## src/rtl/pe_weight_load_sequencer_pkg.sv

```systemverilog
// Shared types and helpers for the PE weight-load sequencer.
// Holds the FSM state encoding, the default packing width and the parameter legality check.
package pe_weight_load_sequencer_pkg;

    typedef enum logic [2:0] {
        ST_IDLE,
        ST_FETCH,
        ST_UNPACK,
        ST_WRITE,
        ST_DONE
    } seq_state_e;

    localparam int WORD_WIDTH_DEFAULT = 32;
    localparam int BYTES_PER_WORD     = WORD_WIDTH_DEFAULT / 8;

    function automatic logic params_legal(input logic [3:0] r, input logic [3:0] s,
                                          input int max_r, input int max_s);
        return (r != 4'd0) && (s != 4'd0) && (int'(r) <= max_r) && (int'(s) <= max_s);
    endfunction

endpackage

```

## src/rtl/pe_weight_load_sequencer_if.sv

```systemverilog
// Valid/ready weight-word stream from the weight buffer (master) to the sequencer (slave).
interface pe_weight_load_sequencer_if
    import pe_weight_load_sequencer_pkg::*;
#(
    parameter int WORD_WIDTH = BYTES_PER_WORD * 8
);
    logic                  valid;
    logic                  ready;
    logic [WORD_WIDTH-1:0] data;

    modport master (output valid, output data, input ready);
    modport slave  (input valid, input data, output ready);
endinterface

```

## src/rtl/pe_weight_load_sequencer.sv

```systemverilog
// Pulls packed int8 weight words, unpacks one byte per cycle into a row register
// and writes one R x S filter into the PE array row by row.
module pe_weight_load_sequencer
    import pe_weight_load_sequencer_pkg::*;
#(
    parameter int PE_ROWS    = 5,
    parameter int PE_COLS    = 5,
    parameter int WORD_WIDTH = BYTES_PER_WORD * 8
) (
    input  logic                         clk_i,
    input  logic                         rst_ni,
    input  logic                         start_i,
    input  logic                         abort_i,
    input  logic [3:0]                   param_r_i,
    input  logic [3:0]                   param_s_i,
    pe_weight_load_sequencer_if.slave    w_if,
    output logic                         row_wr_en_o,
    output logic [2:0]                   row_wr_ctrl_o,
    output logic [PE_COLS*8-1:0]         row_data_o,
    output logic                         busy_o,
    output logic                         done_o,
    output logic                         param_err_o
);

    localparam int BYTES  = WORD_WIDTH / 8;
    localparam int BIDX_W = $clog2(BYTES + 1);
    localparam int ROW_W  = PE_COLS * 8;

    seq_state_e            state_q, state_d;
    logic [3:0]            r_q, r_d, s_q, s_d, col_q, col_d;
    logic [2:0]            row_q, row_d;
    logic [BIDX_W-1:0]     bidx_q, bidx_d;
    logic [WORD_WIDTH-1:0] word_q, word_d;
    logic [ROW_W-1:0]      rowreg_q, rowreg_d;
    logic                  perr_q, perr_d;
    logic [7:0]            word_bytes [BYTES];
    logic [7:0]            cur_byte;

    for (genvar gi = 0; gi < BYTES; gi++) begin : g_bytes
        assign word_bytes[gi] = word_q[gi*8 +: 8];
    end

    always_comb begin
        cur_byte = 8'h00;
        for (int i = 0; i < BYTES; i++) begin
            if (bidx_q == BIDX_W'(i)) cur_byte = word_bytes[i];
        end
    end

    always_comb begin
        state_d  = state_q;
        r_d      = r_q;
        s_d      = s_q;
        col_d    = col_q;
        row_d    = row_q;
        bidx_d   = bidx_q;
        word_d   = word_q;
        rowreg_d = rowreg_q;
        perr_d   = 1'b0;
        if (abort_i) begin
            state_d  = ST_IDLE;
            col_d    = '0;
            row_d    = '0;
            bidx_d   = '0;
            rowreg_d = '0;
        end else begin
            unique case (state_q)
                ST_IDLE: begin
                    if (start_i) begin
                        if (params_legal(param_r_i, param_s_i, PE_ROWS, PE_COLS)) begin
                            r_d      = param_r_i;
                            s_d      = param_s_i;
                            col_d    = '0;
                            row_d    = '0;
                            bidx_d   = '0;
                            rowreg_d = '0;
                            state_d  = ST_FETCH;
                        end else begin
                            perr_d = 1'b1;
                        end
                    end
                end
                ST_FETCH: begin
                    if (w_if.valid) begin
                        word_d  = w_if.data;
                        bidx_d  = '0;
                        state_d = ST_UNPACK;
                    end
                end
                ST_UNPACK: begin
                    for (int c = 0; c < PE_COLS; c++) begin
                        if (col_q == 4'(c)) rowreg_d[c*8 +: 8] = cur_byte;
                    end
                    col_d  = col_q + 4'd1;
                    bidx_d = bidx_q + BIDX_W'(1);
                    if (col_q == s_q - 4'd1)               state_d = ST_WRITE;
                    else if (bidx_q == BIDX_W'(BYTES - 1)) state_d = ST_FETCH;
                end
                ST_WRITE: begin
                    col_d    = '0;
                    rowreg_d = '0;
                    if ({1'b0, row_q} == r_q - 4'd1) begin
                        state_d = ST_DONE;
                    end else begin
                        row_d = row_q + 3'd1;
                        // Rows pack contiguously, so the next row may start mid-word.
                        state_d = (bidx_q != BIDX_W'(BYTES)) ? ST_UNPACK : ST_FETCH;
                    end
                end
                ST_DONE: begin
                    row_d   = '0;
                    state_d = ST_IDLE;
                end
                default: state_d = ST_IDLE;
            endcase
        end
    end

    always_ff @(posedge clk_i or negedge rst_ni) begin
        if (!rst_ni) begin
            state_q  <= ST_IDLE;
            r_q      <= '0;
            s_q      <= '0;
            col_q    <= '0;
            row_q    <= '0;
            bidx_q   <= '0;
            word_q   <= '0;
            rowreg_q <= '0;
            perr_q   <= 1'b0;
        end else begin
            state_q  <= state_d;
            r_q      <= r_d;
            s_q      <= s_d;
            col_q    <= col_d;
            row_q    <= row_d;
            bidx_q   <= bidx_d;
            word_q   <= word_d;
            rowreg_q <= rowreg_d;
            perr_q   <= perr_d;
        end
    end

    // Abort suppresses ready in the same cycle so an offered word is never taken and lost.
    assign w_if.ready    = (state_q == ST_FETCH) && !abort_i;
    assign row_wr_en_o   = (state_q == ST_WRITE);
    assign row_wr_ctrl_o = row_q;
    assign row_data_o    = rowreg_q;
    assign busy_o        = (state_q != ST_IDLE);
    assign done_o        = (state_q == ST_DONE);
    assign param_err_o   = perr_q;

endmodule

```

## src/flat_wrapper.sv

```systemverilog
// flat-port wrapper written by rule: the top's interface ports become plain ports
module pe_weight_load_sequencer_flat import pe_weight_load_sequencer_pkg::*;
#(
    parameter int PE_ROWS    = 5,
    parameter int PE_COLS    = 5,
    parameter int WORD_WIDTH = BYTES_PER_WORD * 8
)
  (clk_i, rst_ni, start_i, abort_i, param_r_i, param_s_i, row_wr_en_o, row_wr_ctrl_o, row_data_o, busy_o, done_o, param_err_o, w_if_valid, w_if_data, w_if_ready);
  pe_weight_load_sequencer_if #(.WORD_WIDTH(WORD_WIDTH)) w_if_i ();
  input  logic clk_i;
  input  logic rst_ni;
  input  logic start_i;
  input  logic abort_i;
  input  logic [3:0] param_r_i;
  input  logic [3:0] param_s_i;
  output logic row_wr_en_o;
  output logic [2:0] row_wr_ctrl_o;
  output logic [PE_COLS*8-1:0] row_data_o;
  output logic busy_o;
  output logic done_o;
  output logic param_err_o;
  input wire logic [$bits(w_if_i.valid)-1:0] w_if_valid;
  input wire logic [$bits(w_if_i.data)-1:0] w_if_data;
  output wire logic [$bits(w_if_i.ready)-1:0] w_if_ready;
  assign w_if_i.valid = w_if_valid;
  assign w_if_i.data = w_if_data;
  assign w_if_ready = w_if_i.ready;
  pe_weight_load_sequencer #(.PE_ROWS(PE_ROWS), .PE_COLS(PE_COLS), .WORD_WIDTH(WORD_WIDTH)) u_core (.clk_i(clk_i), .rst_ni(rst_ni), .start_i(start_i), .abort_i(abort_i), .param_r_i(param_r_i), .param_s_i(param_s_i), .w_if(w_if_i), .row_wr_en_o(row_wr_en_o), .row_wr_ctrl_o(row_wr_ctrl_o), .row_data_o(row_data_o), .busy_o(busy_o), .done_o(done_o), .param_err_o(param_err_o));
endmodule
```

## config.mk

```make
export PLATFORM = sky130hd
export DESIGN_NAME = pe_weight_load_sequencer_flat
export DESIGN_NICKNAME = d
export VERILOG_FILES = /design/src/rtl/pe_weight_load_sequencer_pkg.sv /design/src/rtl/pe_weight_load_sequencer_if.sv /design/src/rtl/pe_weight_load_sequencer.sv /design/src/flat_wrapper.sv
export SDC_FILE = /design/constraint.sdc
export NUM_CORES = 1
export LEC_CHECK = 0
export CORE_MARGIN = 1
export CORE_UTILIZATION = 35
export DETAILED_ROUTE_END_ITERATION = 12
export PLACE_DENSITY_LB_ADDON = 0.12
export SYNTH_ARGS = -nofsm -noshare
export SYNTH_HDL_FRONTEND = slang
export SYNTH_SLANG_ARGS = --single-unit
```

## constraint.sdc

```tcl
create_clock -name clk_i -period 3.3 [get_ports clk_i]
set_input_delay 0.66 -clock clk_i [delete_from_list [all_inputs] [get_ports clk_i]]
set_output_delay 0.66 -clock clk_i [all_outputs]
set_load 0.05 [all_outputs]
```

==> impl_metrics.py, run 1 <==
metrics = {
    "synthesis": {
        "async_flop_share": 1.00,
        "syn_area_um2": 4380,
        "synth_nets": 402,
        "yosysTopAreaCellShare": 0.537,
        "avgSynthCellArea_um2": 12.7,
        "ys_seq_elements": 94,
        "synth_top_cell_by_area": "dfrtp_1",
        "yosys_warnings": 0,
        "ys_top_cells_by_area": "dfrtp_1 54%, mux2_2 19%, ha_1 3.4%",
        "ys_types": 51,
        "synth-edff-count": 0,
        "synthCells": 345,
        "ys.flop_type": "dfrtp_1",
        "ys_seq_area_frac": 0.537,
    },
    "cts": {
        "cts_hold_buf": 0,
        "worstSkewPairLatency_ns": 0.33,
        "clk_pin_slew_ns": 0.06,
        "h-tree-depth": 3,
        "cts_tree": "built",
        "root_buffer": "clkbuf_16",
        "cts-buffers-inserted": 9,
        "cts_max_path_buffers": 2,
        "cts_setup_buffers": 0,
        "cts_resized": 0,
        "clock_sinks": 94,
    },
    "sta": {
        "fin_setup_tns_ns": 0,
        "finalMaxSlewViolations": 0,
        "period_share": 0.819,
        "worst-slew-pin-transition_ns": 0.634,
        "fin_skew_ns": 0.00818,
        "rsz0062_at_grt": "false",
        "post-route-min-period_ns": 2.70,
        "hold_viol_final": 0,
        "relSlewSlack": 0.577,
        "setup_viol": 0,
        "fmax_mhz": 370,
        "fin_hold_ws_ns": 0.353,
    },
    "critical_path": {
        "crit_type": "flop to primary output",
        "cp_data_required_time_ns": 2.64,
        "regToRegStartpoint": "u_core.bidx_q[1]",
        "cp.arrival_ns": 2.04,
        "cp-end-kind": "primary output",
        "cp_max_fo": 9,
        "reg2reg_depth": 7,
        "critPathLaunchType": "flop",
        "r2r-end": "u_core.row_data_o[4]",
        "r2r_slack_ns": 0.89,
    },
    "floorplanning": {
        "core_area_um2": 12100,
        "fp-row-count": 40,
        "die-area_um2": 13000,
        "die_w_um": 114,
        "dieHeight_um": 114,
        "start_util": 0.361,
        "ios": 93,
    },
    "detailed_routing": {
        "via_per_inst": 4.88,
        "antenna_left": 0,
        "drc": 0,
        "drt-initial-drc-count": 204,
        "wl_per_cell_um": 15.7,
        "wl_um": 9660,
        "vias": 3004,
        "drtPass1Iterations": 4,
    },
    "layout": {
        "nets": 500,
        "syn_to_final_growth_pct": 32.2,
        "diodes": 0,
        "finalNonFillerCells": 615,
        "layout-drive-gt1-share": 0.246,
    },
    "placement": {
        "dp_cells": 600,
        "gp_congestion": 0.789,
        "dp_hpwl_um": 7160,
        "port_buffers": 92,
    },
    "min_path": {
        "hp-class": "input port to asynchronous set/reset pin",
    },
    "grt": {
        "grt_pass1_wl_um": 16200,
        "grt_usage": 0.162,
        "overflow": 0,
        "antenna_found_initial": 0,
        "grt_pass1_vias": 3175,
        "grt_max_degree": 49,
    },
    "status": {
        "outcome": "complete, no violations",
    },
    "flow_run": {
        "cap_violations": 0,
    },
    "power_and_ir_drop": {
        "ir_drop_mv": 0.273,
        "leakagePower_nw": 2.55,
        "power_density_nw_per_um2": 753,
    },
}
## logic make-up after synthesis
family / count (synthesis) / share of synthesized area
AO/OA/AOI/OAI: 61 / 0.107
adder cells (fa/ha/maj): 12 / 0.0343
multiplexers: 75 / 0.193
XOR/XNOR: 8 / 0.0192
AND/OR/NAND/NOR: 69 / 0.0803
buffers and inverters: 26 / 0.0283
flip-flops: 94 / 0.537
## critical path, cell delays in order, from the launching register on
cell             delay, ns
dfrtp_1               0.48
nor2_1                0.24
and2_1                0.19
clkdlybuf4s50_1       0.80
## layout by cell type (no fill, tap or decap), types with 4 or more instances in the layout
cell type	n
dfrtp_1	94
clkdlybuf4s50_1	90
mux2_2	72
nand2_1	26
o21ai_0	16
inv_1	13
ha_1	12
nor2_1	9
nor3_1	9
clkbuf_16	9
a221o_1	8
buf_4	8
nor2b_1	6
a21oi_1	6
xor2_1	4
o22ai_2	4
nor2_2	4
o22ai_1	4
## cells in the mapped netlist, types with 5 or more instances
library cell / count
clkbuf_1: 5
a21oi_1: 6
mux2_2: 72
inv_1: 13
nor3_1: 9
o21ai_0: 16
ha_1: 12
nor2_1: 9
a221o_1: 8
dfrtp_1: 94
nor2b_1: 6
nand2_1: 26
## report_power, final
part           switching [mW]  internal, mW
sequential              0.211          1.49
clock                   0.423         0.531
combinational           0.929         0.778
## cell type report
cell class / instances / area (um^2)
Clock inverter: 4 / 30.0
Clock buffer: 11 / 243
Inverter: 13 / 48.8
Sequential cell: 94 / 2350
Tap cell: 168 / 210
Timing Repair Buffer: 100 / 1000
Fill cell: 1160 / 6330
Multi-Input combinational cell: 225 / 1900
## through the flow
step                total power [mW]  instance area, um^2  utilization  setup WS, ns
floorplan                       2.91                 4380            -         0.988
CTS                             4.43                 5790        0.478         0.589
global route                    4.63                 5790        0.478         0.500
global placement                3.41                 5510        0.455         0.381
finish                          4.36                 5790        0.478         0.596
detailed placement              3.45                 5510        0.455         0.290
## registers in the layout, indices dropped and copies added, names as in the netlist
signal	cells
u_core.s_q	4
u_core.word_q	32
u_core.row_wr_ctrl_o	3
u_core.state_q	3
u_core.bidx_q	3
u_core.col_q	4
u_core.r_q	4
u_core.param_err_o	1
u_core.row_data_o	40
## worst max-delay path by stage
stage / start / endpoint / slack [ns] / cells past startpoint
after detailed placement: param_r_i[2] / u_core.row_data_o[21] / 0.29 / 6
after global placement: param_r_i[2] / u_core.row_data_o[6] / 0.38 / 6
after CTS: u_core.state_q[1] / done_o / 0.59 / 3
final: u_core.state_q[1] / done_o / 0.60 / 3
after floorplan: abort_i / u_core.word_q[10] / 0.99 / 7
after global routing: u_core.state_q[1] / done_o / 0.50 / 3
## layer usage
layer,vias up,share of wire,track usage
met3,10,0.035,0.0324
met4,0,0.013,0.0502
met2,61,0.50,0.274
li1,1434,-,-
met1,1499,0.45,0.209
met5,-,0,0
No activity file was read; power rests on OpenSTA's default activity.
==> run 2: changes to the inputs <==
==> constraint.sdc (replaced) <==
create_clock -name clk_i -period 2.8 [get_ports clk_i]
set_input_delay 0.56 -clock clk_i [delete_from_list [all_inputs] [get_ports clk_i]]
set_output_delay 0.56 -clock clk_i [all_outputs]
set_load 0.05 [all_outputs]
==> run 2 against run 1 <==
Clock power increased by 18%. Final area increased by 2.1%. First-iteration DRC count is 25% lower. Critical path type unchanged.
==> impl_metrics.py, run 2 (synthesized netlist as in run 1, its figures left out) <==
metrics = {
    "placement": {
        "port_buffers": 92,
        "dp_cells": 612,
        "dp_hpwl_um": 7150,
        "dpl_worst_slack_ns": 0.0664,
        "gp_congestion": 0.770,
    },
    "detailed_routing": {
        "wl_um": 9840,
        "drt-initial-drc-count": 152,
        "wl_per_cell_um": 15.7,
        "vias": 3049,
        "drtPass1Iterations": 4,
        "drc": 0,
        "antenna_left": 0,
        "via_per_inst": 4.86,
    },
    "layout": {
        "syn_to_final_growth_pct": 34.9,
        "final_common_cell": "dfrtp_1",
        "diodes": 0,
        "layout-drive-gt1-share": 0.266,
        "nets": 512,
        "final_cell_mix": "94 x dfrtp_1, 90 x clkdlybuf4s50_1, 72 x mux2_2, 26 x nand2_1, 17 x buf_4",
        "fillers": 1132,
        "largest_register_ffs": 40,
        "finalNonFillerCells": 627,
    },
    "grt": {
        "grt_max_degree": 50,
        "grt_pass1_wl_um": 16600,
        "grt_pass1_vias": 3280,
        "overflow": 0,
        "grt_usage": 0.166,
        "antenna_found_initial": 0,
    },
    "floorplanning": {
        "die_w_um": 114,
        "core_area_um2": 12100,
        "dieHeight_um": 114,
        "ios": 93,
        "fp-row-count": 40,
        "die-area_um2": 13000,
        "start_util": 0.361,
    },
    "power_and_ir_drop": {
        "combPwrFrac": 0.408,
        "seq_power_share": 0.378,
        "ir_drop_mv": 0.393,
        "netSwitchingFraction": 0.361,
        "clkPwrFrac": 0.214,
        "power_density_nw_per_um2": 894,
        "p_switching_mw": 1.90,
        "p_total_mw": 5.28,
        "intPower_mw": 3.37,
        "leakagePower_nw": 2.62,
    },
    "sta": {
        "rsz0062_at_grt": "false",
        "fin_ws_ns": 0.226,
        "fin_hold_ws_ns": 0.230,
        "period_share": 0.919,
        "worst-slew-pin-transition_ns": 0.694,
        "fin_setup_tns_ns": 0,
        "hold_viol_final": 0,
        "fin_skew_ns": 0.00609,
        "relSlewSlack": 0.537,
        "fmax_mhz": 389,
        "finalMaxSlewViolations": 0,
        "post-route-min-period_ns": 2.57,
        "setup_viol": 0,
    },
    "critical_path": {
        "crit_type": "flop to primary output",
        "regToRegStartpoint": "u_core.bidx_q[1]",
        "reg2reg_depth": 7,
        "cp-end-kind": "primary output",
        "cp.arrival_ns": 2.01,
        "r2r_slack_ns": 0.46,
        "cp_data_required_time_ns": 2.24,
        "cp_max_fo": 9,
        "r2r-end": "u_core.row_data_o[5]",
        "critPathLaunchType": "flop",
    },
    "flow_run": {
        "cap_violations": 0,
    },
    "cts": {
        "clk_pin_slew_ns": 0.06,
        "root_buffer": "clkbuf_16",
        "cts_resized": 0,
        "cts_max_path_buffers": 2,
        "cts-buffers-inserted": 9,
        "cts_hold_buf": 0,
        "worstSkewPairLatency_ns": 0.34,
        "clock_sinks": 94,
        "cts_tree": "built",
        "cts_setup_buffers": 0,
        "h-tree-depth": 3,
    },
    "min_path": {
        "hp-class": "input port to asynchronous set/reset pin",
    },
    "status": {
        "outcome": "complete, no violations",
    },
}
[run 2: worst max path at each step]
stage                                 end  slack, ns  depth (start not counted)               from
CTS                                done_o       0.21                          3  u_core.state_q[1]
finish                             done_o       0.23                          3  u_core.state_q[1]
global placement     u_core.row_data_o[3]       0.12                          7       param_r_i[2]
global route                       done_o       0.12                          3  u_core.state_q[1]
detailed placement  u_core.row_data_o[39]       0.07                          6       param_r_i[2]
floorplan               u_core.word_q[10]       0.59                          7            abort_i
[run 2: final cells by class]
cell class,count,area [um^2],share of cell area
sequential,94,2350,0.398
multi-input combinational,225,1900,0.322
timing repair buffer,112,1130,0.191
clock buffer,10,229,0.0388
tap,168,210,0.0356
inverter,13,48.8,0.00826
clock inverter,5,35.0,0.00593
[run 2: critical path, cell delays in order (launching register included)]
cell and delay, ns:
dfrtp_1 0.46, nor2_1 0.23, and2_1 0.18, clkdlybuf4s50_1 0.80
[run 2: metrics by stage]
| stage | util | cell area (um^2) |
|---|---|---|
| 6_report | 0.488 | 5900 |
| 5_1_grt | 0.488 | 5900 |
| 4_1_cts | 0.488 | 5900 |
| 3_5_place_dp | 0.466 | 5640 |
| 3_3_place_gp | 0.466 | 5640 |
| 2_1_floorplan | - | 4380 |
[run 2: power groups by stage]
stage	sequential, mW	clock (mW)	combinational (mW)
final	1.99	1.13	2.15
after global routing	2.05	1.21	2.33
after CTS	2.00	1.16	2.18
after detailed placement	2.02	0	2.18
after global placement	2.01	0	2.16
after floorplan	2.28	0	1.14
[run 2: routing by layer]
metal | vias up | global-route usage | share of wire
li1 | 1453 | - | -
met1 | 1518 | 0.212 | 0.46
met2 | 68 | 0.276 | 0.48
met3 | 10 | 0.0478 | 0.045
met4 | 0 | 0.0450 | 0.015
met5 | - | 0 | 0
==> run 3: changes to the inputs <==
--- a/config.mk
+++ b/config.mk
@@ -7,8 +7,9 @@
 export LEC_CHECK = 0
 export CORE_MARGIN = 1
 export CORE_UTILIZATION = 35
+export CTS_CLUSTER_DIAMETER = 100
 export DETAILED_ROUTE_END_ITERATION = 12
-export PLACE_DENSITY_LB_ADDON = 0.12
+export PLACE_DENSITY_LB_ADDON = 0.25
 export SYNTH_ARGS = -nofsm -noshare
 export SYNTH_HDL_FRONTEND = slang
 export SYNTH_SLANG_ARGS = --single-unit
==> run 3 against run 2 <==
Worst setup slack worse by 0.012 ns. Die area unchanged. Wire length decreased by 2.0%. Sequential share of layout area rose by 0.10 points. Final area is 0.25% lower. Sequential power is essentially flat. Global-route usage down 0.71 points. Power up 1.5%.
==> impl_metrics.py, run 3 (synthesized netlist as in run 1, its figures left out) <==
metrics = {
    "detailed_routing": {
        "drt-initial-drc-count": 147,
        "drtPass1Iterations": 4,
        "drc": 0,
        "wl_met2_um": 4630,
        "met3_length_um": 314,
        "wl_um": 9640,
        "vias": 3069,
        "wl_per_cell_um": 15.5,
        "top_layer": "met4",
        "via_per_inst": 4.93,
        "drt-met1-wl_um": 4520,
        "antenna_left": 0,
    },
    "cts": {
        "cts_hold_buf": 0,
        "h-tree-depth": 3,
        "clk_pin_slew_ns": 0.07,
        "cts-buffers-inserted": 9,
        "clock_sinks": 94,
        "root_buffer": "clkbuf_16",
        "cts_max_path_buffers": 2,
        "worstSkewPairLatency_ns": 0.34,
        "cts_tree": "built",
        "cts_setup_buffers": 0,
        "cts_resized": 0,
    },
    "layout": {
        "multiInputGateArea_um2": 1900,
        "final_cell_mix": "94 x dfrtp_1, 90 x clkdlybuf4s50_1, 72 x mux2_2, 26 x nand2_1, 16 x o21ai_0",
        "largest_register_ffs": 40,
        "finalNonFillerCells": 622,
        "final_common_cell": "dfrtp_1",
        "nets": 506,
        "seq_area_um2": 2350,
        "layout-drive-gt1-share": 0.258,
        "syn_to_final_growth_pct": 34.6,
        "diodes": 0,
        "fillers": 1115,
    },
    "power_and_ir_drop": {
        "intPower_mw": 3.46,
        "ir_drop_mv": 0.370,
        "netSwitchingFraction": 0.354,
        "seq_power_share": 0.373,
        "p_switching_mw": 1.90,
        "combPwrFrac": 0.392,
        "leakagePower_nw": 2.61,
        "clkPwrFrac": 0.235,
        "power_density_nw_per_um2": 910,
    },
    "grt": {
        "grt_max_degree": 53,
        "grt_pass1_vias": 3120,
        "overflow": 0,
        "grt_pass1_wl_um": 15800,
        "grt_usage": 0.159,
        "antenna_found_initial": 0,
    },
    "floorplanning": {
        "die-area_um2": 13000,
        "fp-row-count": 40,
        "dieHeight_um": 114,
        "ios": 93,
        "die_w_um": 114,
        "core_area_um2": 12100,
        "start_util": 0.361,
    },
    "placement": {
        "gp_congestion": 0.761,
        "dp_cells": 606,
        "dp_hpwl_um": 7070,
        "port_buffers": 92,
    },
    "critical_path": {
        "r2r-end": "u_core.row_data_o[23]",
        "max_stage_delay_ns": 0.80,
        "path_cells": "nor2_1 -> and2_1 -> clkdlybuf4s50_1",
        "crit_family": "buffers and inverters",
        "cp_max_fo": 9,
        "regToRegStartpoint": "u_core.bidx_q[1]",
        "reg2reg_depth": 7,
        "cp_data_required_time_ns": 2.24,
        "slowest_stage": "clkdlybuf4s50_1",
        "r2r_slack_ns": 0.52,
        "crit_type": "flop to primary output",
        "critPathLaunchType": "flop",
        "cp-end-kind": "primary output",
        "cp.arrival_ns": 2.03,
        "critPathBufInv": 1,
    },
    "sta": {
        "fin_hold_ws_ns": 0.219,
        "hold_viol_final": 0,
        "setup_viol": 0,
        "rsz0062_at_grt": "false",
        "post-route-min-period_ns": 2.59,
        "period_share": 0.924,
        "fin_setup_tns_ns": 0,
        "fin_skew_ns": 0.00644,
        "relSlewSlack": 0.605,
        "worst-slew-pin-transition_ns": 0.592,
        "fmax_mhz": 387,
        "finalMaxSlewViolations": 0,
    },
    "flow_run": {
        "cap_violations": 0,
    },
    "min_path": {
        "hp-class": "input port to asynchronous set/reset pin",
    },
    "status": {
        "outcome": "complete, no violations",
    },
}
-- run 3: changes by cell type in the layout (fill, tap and decap cells not counted), sizes merged --
cell,previous run,this run
buf,22,16
clkinv,3,0
inv,14,16
bufinv,0,1
clkbuf,10,11
-- run 3: power groups by stage --
stage	Sequential, mW	Combinational [mW]	Clock (mW)
CTS	2.00	2.12	1.29
detailed placement	2.02	2.12	0
global placement	2.01	2.08	0
floorplan	2.28	1.14	0
global route	2.06	2.28	1.35
finish	2.00	2.10	1.26
-- run 3: worst reg2reg max path: stages (launching register included) --
cell	delay, ns
dfrtp_1	0.39
inv_1	0.08
ha_1	0.30
nor2b_1	0.49
a221o_1	0.23
o21ai_0	0.08
o22ai_1	0.40
mux2_2	0.25
-- run 3: worst max path at each step --
stage                           start               endpoint  cells after the start
global placement         param_r_i[2]  u_core.row_data_o[21]                      6
global route        u_core.state_q[1]                 done_o                      3
finish              u_core.state_q[1]                 done_o                      3
floorplan                     abort_i      u_core.word_q[10]                      7
CTS                 u_core.state_q[1]                 done_o                      3
detailed placement       param_r_i[2]  u_core.row_data_o[23]                      6
-- run 3: routing by layer --
layer | global-route usage | vias to the layer above
li1 | - | 1449
met1 | 0.210 | 1526
met2 | 0.258 | 78
met3 | 0.0271 | 16
met4 | 0.0710 | 0
met5 | 0 | -
-- run 3: area by class of cell --
| class | count | share of cell area |
|---|---|---|
| Sequential cell | 94 | 0.399 |
| Clock inverter | 5 | 0.0108 |
| Inverter | 13 | 0.00829 |
| Multi-Input combinational cell | 225 | 0.323 |
| Timing Repair Buffer | 106 | 0.182 |
| Tap cell | 168 | 0.0357 |
| Clock buffer | 11 | 0.0412 |
-- run 3: per-stage QoR --
stage | utilization | setup WS, ns | power, mW | area, um^2
floorplan | - | 0.588 | 3.43 | 4380
global placement | 0.461 | 0.0323 | 4.10 | 5580
detailed placement | 0.461 | -0.0199 | 4.14 | 5580
CTS | 0.486 | 0.208 | 5.42 | 5890
global route | 0.486 | 0.144 | 5.68 | 5890
finish | 0.486 | 0.214 | 5.36 | 5890
